## src/rtl/ram_bus_ctl.sv

```systemverilog
// ram_bus_ctl: req/ack bus front end for the 32Kx16 main RAM.
// Ports: clk/reset, bus_* master side, ram_* registered RAM side.
module ram_bus_ctl #(
  parameter int          WAIT_CYCLES = 1,
  parameter logic [15:0] RAM_LIMIT   = 16'o160000
) (
  input  logic        clk,
  input  logic        reset,
  input  logic        bus_req,
  input  logic        bus_wr,
  input  logic        bus_byte,
  input  logic [15:0] bus_addr,
  input  logic [15:0] bus_wdata,
  output logic [15:0] bus_rdata,
  output logic        bus_ack,
  output logic        bus_err,
  output logic [15:0] ram_addr,
  output logic [15:0] ram_di,
  output logic        ram_ce_n,
  output logic        ram_we_n,
  output logic        ram_byte_op,
  input  logic [15:0] ram_do
);

  typedef enum logic [1:0] {
    IDLE,
    WRITE,
    READ,
    DONE
  } state_t;

  state_t      st, st_nx;
  logic [2:0]  cnt, cnt_nx;
  logic [15:0] addr_nx, di_nx, rdata_nx;
  logic        ce_nx, we_nx, byte_nx;
  logic        ack_nx, err_nx;
  logic        hit, odd;

  assign hit = bus_req && (bus_addr < RAM_LIMIT);
  assign odd = !bus_byte && bus_addr[0];

  always_ff @(posedge clk) begin
    if (reset) begin
      st          <= IDLE;
      cnt         <= 3'd0;
      ram_addr    <= 16'd0;
      ram_di      <= 16'd0;
      ram_ce_n    <= 1'b1;
      ram_we_n    <= 1'b1;
      ram_byte_op <= 1'b0;
      bus_rdata   <= 16'd0;
      bus_ack     <= 1'b0;
      bus_err     <= 1'b0;
    end else begin
      st          <= st_nx;
      cnt         <= cnt_nx;
      ram_addr    <= addr_nx;
      ram_di      <= di_nx;
      ram_ce_n    <= ce_nx;
      ram_we_n    <= we_nx;
      ram_byte_op <= byte_nx;
      bus_rdata   <= rdata_nx;
      bus_ack     <= ack_nx;
      bus_err     <= err_nx;
    end
  end

  // Every RAM-facing signal is computed here and registered
  // above, so the strobes never glitch.
  always_comb begin
    st_nx    = st;
    cnt_nx   = cnt;
    addr_nx  = ram_addr;
    di_nx    = ram_di;
    ce_nx    = ram_ce_n;
    we_nx    = ram_we_n;
    byte_nx  = ram_byte_op;
    rdata_nx = bus_rdata;
    ack_nx   = 1'b0;
    err_nx   = 1'b0;
    unique case (st)
      IDLE: begin
        unique case (1'b1)
          (hit && odd): begin
            err_nx = 1'b1;
            st_nx  = DONE;
          end
          (hit && !odd): begin
            addr_nx = bus_addr;
            di_nx   = bus_wdata;
            byte_nx = bus_byte;
            ce_nx   = 1'b0;
            if (bus_wr) begin
              we_nx = 1'b0;
              st_nx = WRITE;
            end else begin
              cnt_nx = 3'(WAIT_CYCLES);
              st_nx  = READ;
            end
          end
          default: ;
        endcase
      end
      WRITE: begin
        ce_nx  = 1'b1;
        we_nx  = 1'b1;
        ack_nx = 1'b1;
        st_nx  = DONE;
      end
      READ: begin
        if (cnt == 3'd0) begin
          rdata_nx = ram_do;
          ack_nx   = 1'b1;
          ce_nx    = 1'b1;
          st_nx    = DONE;
        end else begin
          cnt_nx = cnt - 3'd1;
        end
      end
      DONE: begin
        // Held requests park here so they are never re-serviced.
        if (!bus_req) st_nx = IDLE;
      end
    endcase
  end

endmodule

```

## config.mk

```make
export PLATFORM = sky130hd
export DESIGN_NAME = ram_bus_ctl
export DESIGN_NICKNAME = d
export VERILOG_FILES = /design/src/rtl/ram_bus_ctl.sv
export SDC_FILE = /design/constraint.sdc
export NUM_CORES = 1
export LEC_CHECK = 0
export CORE_MARGIN = 2
export CORE_UTILIZATION = 38
export CTS_CLUSTER_DIAMETER = 40
export CTS_CLUSTER_SIZE = 16
export DETAILED_ROUTE_END_ITERATION = 10
export GPL_TIMING_DRIVEN = 0
export PLACE_DENSITY_LB_ADDON = 0.1
export SYNTH_ARGS = -nofsm -noshare
export SYNTH_HDL_FRONTEND = slang
export SYNTH_SLANG_ARGS = --single-unit
```

## constraint.sdc

```tcl
create_clock -name clk -period 1.5 [get_ports clk]
set_input_delay 0.3 -clock clk [delete_from_list [all_inputs] [get_ports clk]]
set_output_delay 0.3 -clock clk [all_outputs]
set_load 0.1 [all_outputs]
```

Word level (Yosys, flattened, before mapping)
Index checks and enable logic that the tools add are counted.
{"block": "op_classes", "magnitude_cmp": 1, "bitwise": 1, "add_sub_neg": 1, "multipliers": 0, "div_mod_pow": 0, "reduce_logical": 18, "shifts": 0, "mux": 18, "eq_ne": 10}
{"operator": "16-bit < comparator, second input constant", "n": 1}
{"operator": "2-bit != test, second input constant", "n": 6}
{"operator": "3-bit two-way mux", "n": 3}
{"operator": "3-bit AND reduction", "n": 3}
{"operator": "2-bit case mux with 4 select lines", "n": 1}
{"operator": "1-bit two-way mux", "n": 6}
{"operator": "2-bit two-way mux", "n": 3}
{"operator": "3-bit case mux with 2 select lines", "n": 1}
{"operator": "2-bit equality test, second input constant", "n": 2}
{"operator": "1-bit logical AND", "n": 4}
{"operator": "1-bit case mux with 2 select lines", "n": 2}
{"operator": "2-bit case mux with 2 select lines", "n": 1}
{"operator": "2-bit AND reduction", "n": 2}
{"operator": "4-bit AND reduction", "n": 1}
{"operator": "2-bit nonzero test", "n": 2}
{"operator": "3-bit logical NOT", "n": 1}
{"operator": "3-bit != test, second input constant", "n": 1}
{"operator": "1-bit case mux with 3 select lines", "n": 1}
{"operator": "3-bit nonzero test", "n": 1}
{"operator": "3-bit by 1-bit subtractor with 3-bit output, second input constant", "n": 1}
{"operator": "2-bit by 1-bit equality test with 1-bit output, second input constant", "n": 1}
{"operator": "1-bit logical NOT", "n": 2}
{"operator": "2-bit logical NOT", "n": 1}
{"operator": "2-bit OR reduction", "n": 1}
{"operator": "1-bit NOT", "n": 1}
{"block": "totals", "in_bits": 53, "mem_bits_rw": 0, "ff_bits": 58, "output_inout_bits": 53, "latch_bits": 0, "romBits": 0, "wordCells": 59, "mem_count": 0}

Logic depth before layout (Yosys ltp)
{"block": "logic_depth", "depth_word": 6, "ltp_mapped": 8, "ltp_nobuf": 6}

Worst setup path after synthesis
OpenSTA, ideal clock, no wires.
{"block": "synth_timing", "path_type": "flip-flop to flip-flop", "from": "register st[0]", "to": "register bus_rdata[10]", "synth_period_minus_slack_ns": 1.535, "setup_time_ns": 0.132, "path_buffers": 2, "t_required_ns": 1.368, "path_stages_with_launch": 9, "t_arrival_ns": 1.403, "path_slack_ns": -0.035, "path_cell_list": "dfxtp_1 -> inv_1 -> ha_1 -> and2b_1 -> and2_1 -> buf_6 -> buf_8 -> nand2_1 -> a21oi_1"}
{"block": "synth_via", "elab_chain_len": 2}
{"item": "start, declared", "line": "32", "text": "state_t st, st_nx;"}
{"item": "start signal, assigned", "line": "55", "text": "st <= st_nx;"}
{"item": "2-bit equality test", "line": "81", "text": "unique case (st)"}
{"item": "2-bit AND reduction (no line)"}
{"item": "end signal, assigned", "line": "62", "text": "bus_rdata <= rdata_nx;"}
{"item": "end, declared", "line": "14", "text": "output logic [15:0] bus_rdata,"}
No other way between the ends.
A chain may end at the register's enable or synchronous reset.

Worst setup path after layout
{"block": "layout_timing", "from": "register st[0]", "to": "register bus_rdata[14]"}
The elaborated chain is that of the path after synthesis.

==> impl_results.md <==
* Warnings, synthesis at 0
* Syn Area/Cell at 8.186 sq um
* Drt first pass iters at 4
* Area Overhead vs Synth at 54.30%
* First DRT Iteration DRCs at 63
* Setup WS pre-CTS at -317.1 ps
* Post-DP HPWL at 4.615 mm
* Lkg Pwr at around 0.0016 uW
* PortBufs at 104
* Post-synthesis mux area share at 0%
* Cts bufs inserted at 9
* Share of the clock period used by the worst path at 99.24%
* Fin crit period at 1489 ps
* Slew @ Worst Pin at between 500 and 600 ps
* Relative slew slack at 65.19%
* Clk root buf: clkbuf_8
* Syn_nets at 354
* Overall routing resource usage at about a fifth
* Number of inserted diodes at 0
* Simple-gate share of the synthesized area at 22.85%
* CP Capture Type: flip-flop
* Setup ws final at 11.34 ps
* Power share of the sequential group at 26.8%
* CTS sink cnt at 58
* Reg2Reg Depth at 8
* Worst VDD drop at 0.001124 V
* RSZ-0062 raised after global routing: true
* DR WL/cell at 13.78 microns
* Crit path DAT at around 1700 ps
* Post-synth ARST share at 0%
* Sw Ratio at 48.30%
* Status: finished, final reports clean
* Largest family of logic cells by synthesized area: simple AND/OR/NAND/NOR gates
* Starting density of the core at 39.80%
* FF+latch count, synth at 58
* I/O Pins at 106
* Initial antenna violation count at 0
* Gr ovfl total at 0
* Gp weighted congestion at 0.7872
* Final setup viols at 0
* Vias per cell at 4.855
* Drt total wl at approximately 6.8 mm
* First-pass GRT wire length at 10.89 mm
* Fmax at between 0.6 and 0.7 GHz
* Hold slack at 217.4 ps
* Crit path max fanout at 6
* Logic pwr share at a little over half
* CTS tree: built
* Post-synthesis adder-cell area fraction at 4.173%
* Largest net degree at the start of global routing at 11
* Final slew viol count at 0
* Final Skew at 5.072 ps
* Max_cap viols at 0
* Cells on Worst Hold Path at 3
* Clock power frac at 19.9%
* Clock Pin Slew Worst Setup and Hold Paths at around 70 ps
* Compound-Gate Fraction of Synth Area at 18.10%
* Final setup TNS at 0 ps
* Post-synthesis cell count at 293
* Cell-internal power at 3826 uW
* Most frequent cells in the layout: 90 x nand2_1, 56 x dfxtp_1, 54 x buf_2
* Number of global-route vias before repair at 2202
* XOR/XNOR share of the synthesized area at 0%
* Final hold violation count at 0
* Die W at 83.45 microns
* Most used DFF post-synth: dfxtp_1
* Commonest non-fill, non-tap cell in the layout: nand2_1
* Core ar. at approximately 6000 sq um
* CP Launch Type: flip-flop
* Synth Cell Area at about 2400 sq um
* Clock Tree Buf Depth at 2
* Layout cells sized above 1 at 29.76%
* Fill cells at 562
* Remaining DRCs at 0
* Die height at about 83 microns
* Num rows at 28
* Psw at 3574 uW
* Critical path class: flip-flop to flip-flop
* Power Density at 2000 nW/um^2
* Distinct cells, synth at 39
* Worst path required time at 1690 ps
* Nets@finish at 476
* DR vias at 2403
* H-Tree Level Count at 3
* Die area at approximately 7000 sq um
* Worst hold path type: input pin to flip-flop
* Skew-Pair Late Insertion Delay at between 300 and 400 ps
* ANT nets after route at 0
* Final Util at 61.42%
* Post-synth EDFFs at 0
* Sequential share of the synthesized area at approximately half
## power groups by stage
stage	Clock (uW)	Combinational [uW]	Sequential (uW)
after floorplan	0	1150	3610
after global placement	0	3630	1980
after detailed placement	0	3650	1990
after CTS	1510	3570	1960
after global routing	1610	4170	2020
final	1470	3940	1990
## registers in the layout, summed over array words and instances (netlist names)
name	cells
bus_ack	1
bus_err	1
bus_rdata	16
cnt	3
ram_addr	16
ram_byte_op	1
ram_ce_n	1
ram_di	16
ram_we_n	1
st	2
## per-stage QoR
stage / power [uW] / std cells / area, sq um
floorplan: 4767 / 293 / 2401
global placement: 5616 / 472 / 3536
detailed placement: 5641 / 472 / 3536
CTS: 7038 / 489 / 3530
global route: 7798 / 495 / 3701
finish: 7400 / 495 / 3701
## worst paths after layout
kind	startpoint	endpoint	slack [ps]
hold reg to reg	ram_di[4]	ram_di[4]	450
setup reg to reg	st[0]	bus_rdata[14]	10
setup / recovery	st[0]	bus_rdata[14]	10
hold / removal	bus_req	bus_err	220
## logic make-up after synthesis
family,count (synthesis)
adder cells (fa/ha/maj),8
AO/OA/AOI/OAI,75
AND/OR/NAND/NOR,125
flip-flops,58
buffers and inverters,27
## layout make-up
class,count,area [sq um],share of cell area (%)
Multi-Input combinational cell,208,1186,32.05
Sequential cell,58,1169,31.58
Timing Repair Buffer,111,858.3,23.19
Buffer,19,155.1,4.192
Clock buffer,11,151.4,4.091
Tap cell,75,93.84,2.535
Clock inverter,5,52.55,1.420
Inverter,8,35.03,0.9466
## layer usage
layer	vias to the layer above	global-route usage, %	share of wire (%)
met4	0	7.478	1.2
met5	-	0	0
li1	1224	-	-
met3	9	5.268	5.4
met1	1095	25.54	47
met2	75	31.16	47
## repair_timing
action / CTS / global route
gates resized for setup: 272 / 42
hold buffers: 0 / 0
setup buffers: 1 / 5
endpoints found under the setup margin: 103 / 47
gates cloned: 0 / 1
pin swaps: 0 / 3
## critical path, cell delays in order (launching register included)
cell and delay, ps:
dfxtp_4 370, inv_6 50, ha_4 170, and2b_2 220
and2_4 140, buf_6 130, clkbuf_16 160, nand2_1 60
a21oi_1 50
## cells in the mapped netlist, types with 2 or more instances
master,instances,share of area [%]
o21ai_0,5,1.0
dfxtp_1,58,48
nor3_1,2,0.42
buf_6,3,1.4
buf_2,7,1.5
clkbuf_1,5,0.78
nand2_1,100,16
inv_1,7,1.1
and2_1,2,0.52
nor2_1,4,0.63
nand3_1,6,1.3
buf_4,3,0.94
ha_1,8,4.2
a41oi_1,3,1.1
a21o_1,2,0.63
a21oi_1,55,11
Power figures use the tool's default switching activity.
